**config.mk**
```make
export PLATFORM = sky130hd
export DESIGN_NAME = capture_scheduler
export DESIGN_NICKNAME = d
export VERILOG_FILES = /design/src/rtl/capture_sched_pkg.sv /design/src/rtl/sched_timer.sv /design/src/rtl/capture_scheduler.sv
export SDC_FILE = /design/constraint.sdc
export NUM_CORES = 1
export LEC_CHECK = 0
export ABC_CLOCK_PERIOD_IN_PS = 2180
export CELL_PAD_IN_SITES_DETAIL_PLACEMENT = 1
export CELL_PAD_IN_SITES_GLOBAL_PLACEMENT = 2
export CORE_AREA = 2 2 132 82
export DETAILED_ROUTE_END_ITERATION = 10
export DIE_AREA = 0 0 134 84
export PLACE_DENSITY_LB_ADDON = 0.1
export SLEW_MARGIN = 15
export SYNTH_ARGS = -nofsm -noshare
export SYNTH_HDL_FRONTEND = slang
export SYNTH_SLANG_ARGS = --single-unit
```
**constraint.sdc**
```tcl
create_clock -name clk -period 2.18 [get_ports clk]
set_input_delay 0.436 -clock clk [delete_from_list [all_inputs] [get_ports clk]]
set_output_delay 0.436 -clock clk [all_outputs]
set_load 0.01 [all_outputs]
```
**src/rtl/capture_sched_pkg.sv**
```systemverilog
// -----------------------------------------------------------------------------
// capture_sched_pkg
//   Shared definitions for the capture scheduler:
//     - CNT_W_DEFAULT : default width of the period and watchdog counters
//     - state_t       : round sequencing state machine encoding
// -----------------------------------------------------------------------------
package capture_sched_pkg;

    localparam int CNT_W_DEFAULT = 24;

    typedef enum logic [2:0] {
        IDLE      = 3'd0,
        START     = 3'd1,
        WAIT_DONE = 3'd2,
        RECOVER   = 3'd3,
        FINISH    = 3'd4
    } state_t;

endpackage : capture_sched_pkg

```
**src/rtl/sched_timer.sv**
```systemverilog
// -----------------------------------------------------------------------------
// sched_timer
//   Loadable wrap counter.
//
//   Ports
//     clk        : system clock, rising edge
//     reset      : asynchronous active-low reset, clears the count
//     load       : load load_value (has priority over counting)
//     load_value : value loaded while load is high
//     en         : count enable
//     limit      : wrap limit; the count runs up to limit-1 and wraps to 0.
//                  A limit of 0 never produces last.
//     count      : current count
//     last       : high while enabled and the count has reached limit-1
// -----------------------------------------------------------------------------
module sched_timer #(
    parameter int W = 24
) (
    input  logic         clk,
    input  logic         reset,
    input  logic         load,
    input  logic [W-1:0] load_value,
    input  logic         en,
    input  logic [W-1:0] limit,
    output logic [W-1:0] count,
    output logic         last
);

    // ">=" rather than "==" so a limit lowered below the running count still
    // wraps on the next cycle instead of running through the full range.
    assign last = en && (limit != '0) && (count >= limit - W'(1));

    // NOTE: sequential state uses non-blocking assignments so every flop
    // samples the pre-edge values of its inputs, independent of block order.
    always_ff @(posedge clk or negedge reset) begin
        if (!reset) begin
            count <= '0;
        end else if (load) begin
            count <= load_value;
        end else if (en) begin
            count <= last ? '0 : count + W'(1);
        end
    end

endmodule : sched_timer

```
**src/rtl/capture_scheduler.sv**
```systemverilog
// -----------------------------------------------------------------------------
// capture_scheduler
//   Sequences capture rounds over two cameras. A round is started by a
//   software trigger or by the periodic trigger; each camera enabled in the
//   round mask receives one start pulse (cam0 first), and the block waits for
//   that camera's done pulse before moving on. round_done pulses at the end
//   of every round. One trigger arriving during a round is remembered and
//   serviced back-to-back; further triggers are dropped and flagged.
//
//   Build option
//     CAPTURE_SCHED_WATCHDOG_EN : adds a per-capture watchdog. When a camera
//       does not answer within timeout_cycles, it gets a one-cycle cam_reset
//       pulse, its sticky timeout bit is set and the round carries on.
//       Without the macro cam_reset and timeout are tied to 0.
//
//   Ports
//     clk                      : system clock, rising edge
//     reset                    : asynchronous active-low reset
//     enable                   : enables periodic triggering
//     period                   : cycles between periodic triggers, 0 = off
//     sw_trigger               : one-cycle software round request
//     cam_en                   : round participation mask, bit0 = cam0
//     timeout_cycles           : watchdog limit, 0 = off
//     cam0/1_frame_capture_done: camera done pulses
//     flags_clear              : clears overrun and timeout
//     cam0/1_frame_capture_start: one-cycle camera start pulses
//     cam_reset                : one-cycle per-camera recovery reset
//     busy                     : state is not IDLE
//     active_cam               : camera currently being sequenced
//     round_done               : one-cycle end-of-round pulse
//     overrun                  : sticky, a trigger was lost
//     timeout                  : sticky per-camera watchdog flags
// -----------------------------------------------------------------------------
module capture_scheduler
    import capture_sched_pkg::*;
#(
    parameter int CNT_W = CNT_W_DEFAULT
) (
    input  logic             clk,
    input  logic             reset,
    input  logic             enable,
    input  logic [CNT_W-1:0] period,
    input  logic             sw_trigger,
    input  logic [1:0]       cam_en,
    input  logic [CNT_W-1:0] timeout_cycles,
    input  logic             cam0_frame_capture_done,
    input  logic             cam1_frame_capture_done,
    input  logic             flags_clear,
    output logic             cam0_frame_capture_start,
    output logic             cam1_frame_capture_start,
    output logic [1:0]       cam_reset,
    output logic             busy,
    output logic             active_cam,
    output logic             round_done,
    output logic             overrun,
    output logic [1:0]       timeout
);

    state_t     state_q, state_d;
    logic [1:0] mask_q, mask_d;       // cameras taking part in this round
    logic [1:0] served_q, served_d;   // cameras already started this round
    logic       active_q, active_d;
    logic       pending_q, pending_d;
    logic       overrun_q;
    logic       overrun_set;

    logic       trigger;
    logic       sel_cam;
    logic [1:0] remaining;
    logic       active_done;
    logic       wd_expire;

    // ------------------------------------------------------------------
    // Periodic trigger
    // ------------------------------------------------------------------
    logic             period_run;
    logic             period_tick;
    logic [CNT_W-1:0] unused_period_count;

    // Held at 0 while disabled, so the first tick after enabling comes
    // exactly period-1 cycles later.
    assign period_run = enable && (period != '0);

    sched_timer #(.W(CNT_W)) u_period_timer (
        .clk        (clk),
        .reset      (reset),
        .load       (!period_run),
        .load_value ('0),
        .en         (period_run),
        .limit      (period),
        .count      (unused_period_count),
        .last       (period_tick)
    );

    assign trigger = sw_trigger | period_tick;

    // ------------------------------------------------------------------
    // Watchdog
    // ------------------------------------------------------------------
`ifdef CAPTURE_SCHED_WATCHDOG_EN
    logic [CNT_W-1:0] unused_wd_count;
    logic [1:0]       timeout_q;
    logic [1:0]       timeout_set;

    // Loaded with 1 outside WAIT_DONE so the count equals the number of
    // cycles since the start pulse; expiry moves to RECOVER exactly
    // timeout_cycles cycles after the start.
    sched_timer #(.W(CNT_W)) u_watchdog (
        .clk        (clk),
        .reset      (reset),
        .load       (state_q != WAIT_DONE),
        .load_value (CNT_W'(1)),
        .en         ((state_q == WAIT_DONE) && (timeout_cycles != '0)),
        .limit      (timeout_cycles),
        .count      (unused_wd_count),
        .last       (wd_expire)
    );

    assign timeout_set = (state_q == RECOVER) ? (active_q ? 2'b10 : 2'b01) : 2'b00;

    always_ff @(posedge clk or negedge reset) begin
        if (!reset) begin
            timeout_q <= 2'b00;
        end else begin
            // A set in the same cycle as flags_clear wins, per bit.
            timeout_q <= timeout_set | (flags_clear ? 2'b00 : timeout_q);
        end
    end

    assign cam_reset = timeout_set;
    assign timeout   = timeout_q;
`else
    logic unused_timeout_cycles;

    assign unused_timeout_cycles = ^timeout_cycles;
    assign wd_expire             = 1'b0;
    assign cam_reset             = 2'b00;
    assign timeout               = 2'b00;
`endif

    // ------------------------------------------------------------------
    // Round sequencing
    // ------------------------------------------------------------------
    assign remaining   = mask_q & ~served_q;
    assign sel_cam     = (mask_q[0] && !served_q[0]) ? 1'b0 : 1'b1;
    assign active_done = active_q ? cam1_frame_capture_done : cam0_frame_capture_done;

    always_ff @(posedge clk or negedge reset) begin
        // NOTE: every control register is cleared by the async reset; there
        // is no storage array here, so nothing is left uninitialised.
        if (!reset) begin
            state_q   <= IDLE;
            mask_q    <= 2'b00;
            served_q  <= 2'b00;
            active_q  <= 1'b0;
            pending_q <= 1'b0;
            overrun_q <= 1'b0;
        end else begin
            state_q   <= state_d;
            mask_q    <= mask_d;
            served_q  <= served_d;
            active_q  <= active_d;
            pending_q <= pending_d;
            overrun_q <= overrun_set ? 1'b1 : (flags_clear ? 1'b0 : overrun_q);
        end
    end

    always_comb begin
        // NOTE: defaults first so every path assigns every output; a missed
        // branch would otherwise infer a latch.
        state_d     = state_q;
        mask_d      = mask_q;
        served_d    = served_q;
        active_d    = active_q;
        pending_d   = pending_q;
        overrun_set = 1'b0;

        // Triggers during a round queue one deep. FINISH consumes the
        // pending bit itself, so it is handled in its own branch below.
        if ((state_q != IDLE) && (state_q != FINISH) && trigger) begin
            if (pending_q) overrun_set = 1'b1;
            else           pending_d   = 1'b1;
        end

        case (state_q)
            IDLE: begin
                if (trigger && (cam_en != 2'b00)) begin
                    mask_d   = cam_en;
                    served_d = 2'b00;
                    state_d  = START;
                end
            end

            START: begin
                active_d          = sel_cam;
                served_d[sel_cam] = 1'b1;
                state_d           = WAIT_DONE;
            end

            WAIT_DONE: begin
                // A done pulse in the same cycle as expiry counts as done.
                if (active_done) begin
                    state_d = (remaining != 2'b00) ? START : FINISH;
                end else if (wd_expire) begin
                    state_d = RECOVER;
                end
            end

            RECOVER: begin
                state_d = (remaining != 2'b00) ? START : FINISH;
            end

            FINISH: begin
                pending_d = 1'b0;
                if (pending_q || trigger) begin
                    if (pending_q && trigger) overrun_set = 1'b1;
                    if (cam_en != 2'b00) begin
                        mask_d   = cam_en;
                        served_d = 2'b00;
                        state_d  = START;
                    end else begin
                        state_d  = IDLE;
                    end
                end else begin
                    state_d = IDLE;
                end
            end

            default: state_d = IDLE;
        endcase
    end

    // ------------------------------------------------------------------
    // Outputs (decoded from registered state, so reset clears them at once)
    // ------------------------------------------------------------------
    assign cam0_frame_capture_start = (state_q == START) && !sel_cam;
    assign cam1_frame_capture_start = (state_q == START) &&  sel_cam;
    assign busy                     = (state_q != IDLE);
    assign round_done               = (state_q == FINISH);
    assign active_cam               = active_q;
    assign overrun                  = overrun_q;

endmodule : capture_scheduler
```
# Word-level counts from Yosys, hierarchy flattened
# Index checks and enable logic that the tools add are counted.
# word_totals
regBits	34
inputBits	57
out_inout_bits	10
wordCells	79
# classes
n_addsub	2
order_cmp	3
n_eq_ne	9
n_mux	29
bitwise_logic	4
n_reduce_logical	25
# ops
cell	n
$mux W24	2
$add A24 B1 Y24 const B	1
$ge A24 B24 Y1	1
$reduce_bool A24 Y1	1
$sub A24 B1 Y24 const B	1
$pmux W3 S5	1
$mux W1	13
$mux W2	6
$mux W3	4
$logic_and A1 B1 Y1	11
$reduce_bool A2 Y1	5
$reduce_and A4 Y1	2
$eq A3 B2 Y1 const B	2
$pmux W2 S3	1
$reduce_bool A3 Y1	2
$ne A2 B1 Y1 const B	2
$ne A2 B2 Y1 const B	2
$pmux W2 S2	1
$eq A3 B1 Y1 const B	1
$eq A3 B3 Y1 const B	1
$logic_not A3 Y1	1
$ne A3 B3 Y1 const B	1
$and A2 B2 Y2	1
$lt A1 B2 Y1 const B	1
8 further kinds	8

# Longest topological paths before layout
# depth
word_depth	11
depth_mapped	17
mapped_depth_nobuf	15

# Modules after synthesis
# Synthesis repeated with hierarchy kept, for this count alone.
# hier_totals
cells_unflattened	352
area_unflattened_um2	3206.8
# modules_own_cells
module	instances	cells_per_inst	area_each_um2	seq_area_each_um2
sched_timer	1	293	2592.5	600.6
capture_scheduler	1	59	614.3	250.2

# Least setup slack after synthesis
# No wires, ideal clock.
# synth_path
path_type	input to register
startpoint	input port period[3]
endpoint	register served_q[0]
setup_time_ns	0.087
t_arrival_ns	3.852
required_time_ns	2.093
slack_ns	-1.758
cell_stages	16
path_buffers	1
cell_sequence	or3_1 -> or4_1 -> nor3_1 -> nand2b_1 -> or3_1 -> clkbuf_1 -> nor4_1 -> xnor2_1 -> ha_1 -> a21oi_1 -> o21a_1 -> o221ai_1 -> a211o_1 -> o31ai_2 -> a2111oi_1 -> a211oi_2
# synth_between
elab_chain_len	8
word_cells_on_any_way	12
classes_between	1 x add/sub; 1 x order compare; 2 x eq/ne; 1 x bitwise; 7 x reduce/logical
# synth_lines
element	line_no	text
from (decl)	capture_scheduler.sv:42	input logic [CNT_W-1:0] period,
parallel branches: the longest is 3 deep, another holds $sub A24 B1 Y24	-	
$logic_and A1 B1 Y1 *	sched_timer.sv:31	assign last = en && (limit != '0) && (count >= limit - W'(1));
$or A1 B1 Y1 *	capture_scheduler.sv:95	assign trigger = sw_trigger | period_tick;
$logic_or A1 B1 Y1 or $logic_and A1 B1 Y1 (tied branches)	capture_scheduler.sv:215, capture_scheduler.sv:187	
$ne A2 B1 Y1 (no line) or $ne A2 B2 Y1 (tied branches)	-	
$reduce_and A4 Y1 (no line) *	-	
to (signal assigned)	capture_scheduler.sv:161	served_q <= served_d;
to (decl)	capture_scheduler.sv:61	logic [1:0] served_q, served_d;
# Every way passes the cells marked *.
# A chain may end at the register's enable or synchronous reset.

# Worst setup path in the final report
# layout_path
startpoint	input port period[3]
endpoint	register u_period_timer.count[22]
# layout_between
elab_chain_len	6
word_cells_on_any_way	8
classes_between	1 x add/sub; 1 x order compare; 2 x mux; 4 x reduce/logical
# layout_lines
element	line_no	text
parallel branches: the longest is 5 deep, another holds $sub A24 B1 Y24	-	
$mux W24 *	sched_timer.sv:38	end else if (load) begin
to (signal assigned)	sched_timer.sv:39	count <= load_value;
to (signal assigned)	sched_timer.sv:41	count <= last ? '0 : count + W'(1);
to (decl)	sched_timer.sv:25	output logic [W-1:0] count,
# Marks and branches as above.

==> impl_metrics.toml <==
[outcome]
outcome = "complete, but fails checks"
violations = "setup timing"

[sta]
maxSlewHeadroom_pct = 67.05
final.setup_skew_ps = 5.264
finalSetupViolCount = 31
worstMarginPinSlew_ps = 489.8
timing.final.ws_setup_ps = -1671
maxSlewViolCount = 0
max_freq_mhz = 259.6
rsz0062_at_grt = "yes"
min_period_ps = 3851
setup_tns_ps = -51070
finalCritPeriodShare_pct = 176.7
final_hold_viol_count = 0

[cells_and_area]
finalNonFillerCells = 544
final_cell_area_um2 = 4085
area_growth_syn_to_layout_pct = 59.04
diodes = 0
layout-drive-gt1-share_pct = 30.37
nFillCells = 1159
fin_nets = 488

[floorplan]
io_pins = 67
core-area_um2 = 10200
initial_core_util_pct = 25.19
dieArea_um2 = 11260
fp.dieW_um = 134
die_y_um = 84
rows = 29

[clocking]
cts-root-buf = "clkbuf_16"
cts_hold_buf = 0
cts_max_path_buffers = 2
clk_latency_ps = 280
cts_tree = "done"
cts_made_buffers = 5
clk_pin_slew_ps = 60
cts.sinks = 34
htree_levels = 2

[critical_path]
r2r_cells = 8
arrival_ps = 4060
reg2reg_from = "u_period_timer.count[7]"
ff2ff_setup_slack_ps = -80
crit_required_ps = 2390
path_buf_inv = 2
crit_path_start = "period[3]"
cp_top_family = "simple AND/OR/NAND/NOR gates"
critPathMaxFanout = 7
cp.depth = 17
cp-end-kind = "flip-flop"
crit_chain = "buf_6, or3_4, or4_4, nor3_4, nand2b_1, or3_4, nor4_4, xnor2_1, ha_1, a21oi_2, o21a_1, o221ai_2, a211o_1, nor2_4, nand2_4, clkbuf_16, nor2_1"
r2r-end = "mask_q[1]"
crit_end = "u_period_timer.count[22]"
worst-setup-path-type = "in2reg"
startpoint_type = "input pin"
crit_top_cell = "or3_4"
max_stage_delay_ps = 470
cp_slowest_cell = "or4_4"

[drt]
vias = 2483
wl_per_cell_um = 14.91
viasPerCell = 4.564
drtIter0Drc = 80
wl_met3_um = 242
wl_met2_mm = 3.169
drc = 0
dr.pass1.iters = 4
ant_nets = 0
routed.top_layer = "met4"
wl_met1_mm = 4.669
finalWirelength_mm = 8.111

[grt]
grt_util_all_layers_pct = 15.45
antenna_found_initial = 0
grt_pass1_vias = 2701
grt_pass1_wl_mm = 13.86
grt_max_degree = 35
globalRouteOverflowTotal = 0

[place]
dp_hpwl_mm = 6.386
place_area_um2 = 3682
io_buffer_count = 38
dp.cells = 531
gp_congestion = 0.7636

[yosys]
synth_area_leader_cell = "dfrtp_1"
ys_seq_area_share_pct = 33.12
synth_area_um2 = 2569
yosysMostFrequentCell = "nor2_1"
synth_edf_count = 0
synth-seq-cells = 34
synthDominantCellAreaShare_pct = 33.12
synth_area_leaders = "dfrtp_1, ha_1, xnor2_1"
ys_warn_count = 0
async_flop_share_pct = 100.0
synth_cell_types = 40
synth_common_cells = "nor2_1, dfrtp_1, xnor2_1"
synth_cells = 294
syn_avg_cell_area_um2 = 8.737
synthFlopType = "dfrtp_1"

[flow_run]
drv_cap = 0

[min_path]
hp-class = "reg2reg"

[power_and_ir_drop]
ir_worst_vdd_mv = 0.3880
p_leak_nw = 1.792
power_density_nw_per_um2 = 552.0
area by class of cell:
class / count / area, µm² / area share (%)
clock buffer: 7 / 132.6 / 3.247
inverter: 9 / 33.78 / 0.8270
multi-input combinational: 245 / 1904 / 46.62
timing repair buffer: 110 / 988.4 / 24.20
sequential: 34 / 852.1 / 20.86
tap: 139 / 173.9 / 4.257
worst min path at each step:
stage,start,end,slack [ps],depth (start not counted)
after detailed placement,served_q[1],served_q[1],470,1
after CTS,served_q[1],served_q[1],490,1
after floorplan,reset,active_cam,140,0
after global placement,served_q[1],served_q[1],480,1
after global routing,served_q[1],served_q[1],500,1
final,served_q[1],served_q[1],490,1
metal layers:
layer  GRT usage [%]  up-vias
li1                -     1270
met1           24.29     1178
met2           21.40       33
met3           3.339        2
met4           2.611        0
met5               0        -
stage by stage:
step	power, mW	util (%)	hold slack [ps]	setup slack, ps
after floorplan	1.151	-	140.4	-1605
after global placement	1.532	36.11	475.4	-2329
after detailed placement	1.533	36.11	468.8	-2379
after global routing	2.406	40.07	501.4	-1886
after CTS	2.254	38.52	489.8	-1790
final	2.255	40.07	489.3	-1671
cell usage in the layout (no fill, tap or decap), types with 4 or more instances in the layout:
cell / count
o21ai_0: 6
nand2_1: 19
a21oi_1: 12
dlymetal6s2s_1: 6
nor2_1: 23
conb_1: 4
clkbuf_16: 6
inv_1: 9
nor2_2: 5
nand4_1: 7
clkdlybuf4s50_1: 28
xnor2_1: 27
dfrtp_1: 33
buf_4: 67
buf_6: 5
nor3_1: 11
ha_1: 26
nor2_4: 15
nand2b_1: 5
xor2_1: 15
nand3_1: 14
state kept, by name, indices dropped and copies added, names as in the netlist:
name / count
pending_q: 1
served_q: 2
u_period_timer.count: 24
mask_q: 2
state_q: 3
active_cam: 1
overrun: 1
worst register-to-register path: stages (launching register included):
cell and delay (ps):
dfrtp_1 380, ha_1 330, and4_1 200, o21ai_0 80
o221ai_1 280, and3_4 280, nor2_4 60, a211o_1 310
a32o_1 230
power by group:
part	leakage, nW	internal (mW)	switching (mW)
logic	1.27	0.399	0.374
registers	0.454	0.719	0.0919
clock network	0.0640	0.418	0.254
total	1.79	1.54	0.719
kinds of logic (layout without fill, tap and decap cells):
| logic type | Yosys count | in the layout | share of synthesized area (%) |
|---|---|---|---|
| xor gates and xnor gates | 43 | 43 | 14.66 |
| AOI/OAI and AO/OA | 40 | 40 | 10.72 |
| buffers and inverters | 18 | 126 | 3.361 |
| DFF | 34 | 34 | 33.12 |
| other | 1 | 4 | 0.1460 |
| and+or+nand+nor | 132 | 132 | 25.33 |
| adders and majority gates | 26 | 26 | 12.66 |
what timing repair did:
| action | 4_1_cts | 5_1_grt |
|---|---|---|
| gates cloned | 0 | 1 |
| buffers inserted | 2 | 3 |
| resized for setup | 40 | 31 |
| pin swaps | 25 | 22 |
| setup endpoints to repair | 32 | 35 |
Note: power is estimated with default switching activity, not from simulation.
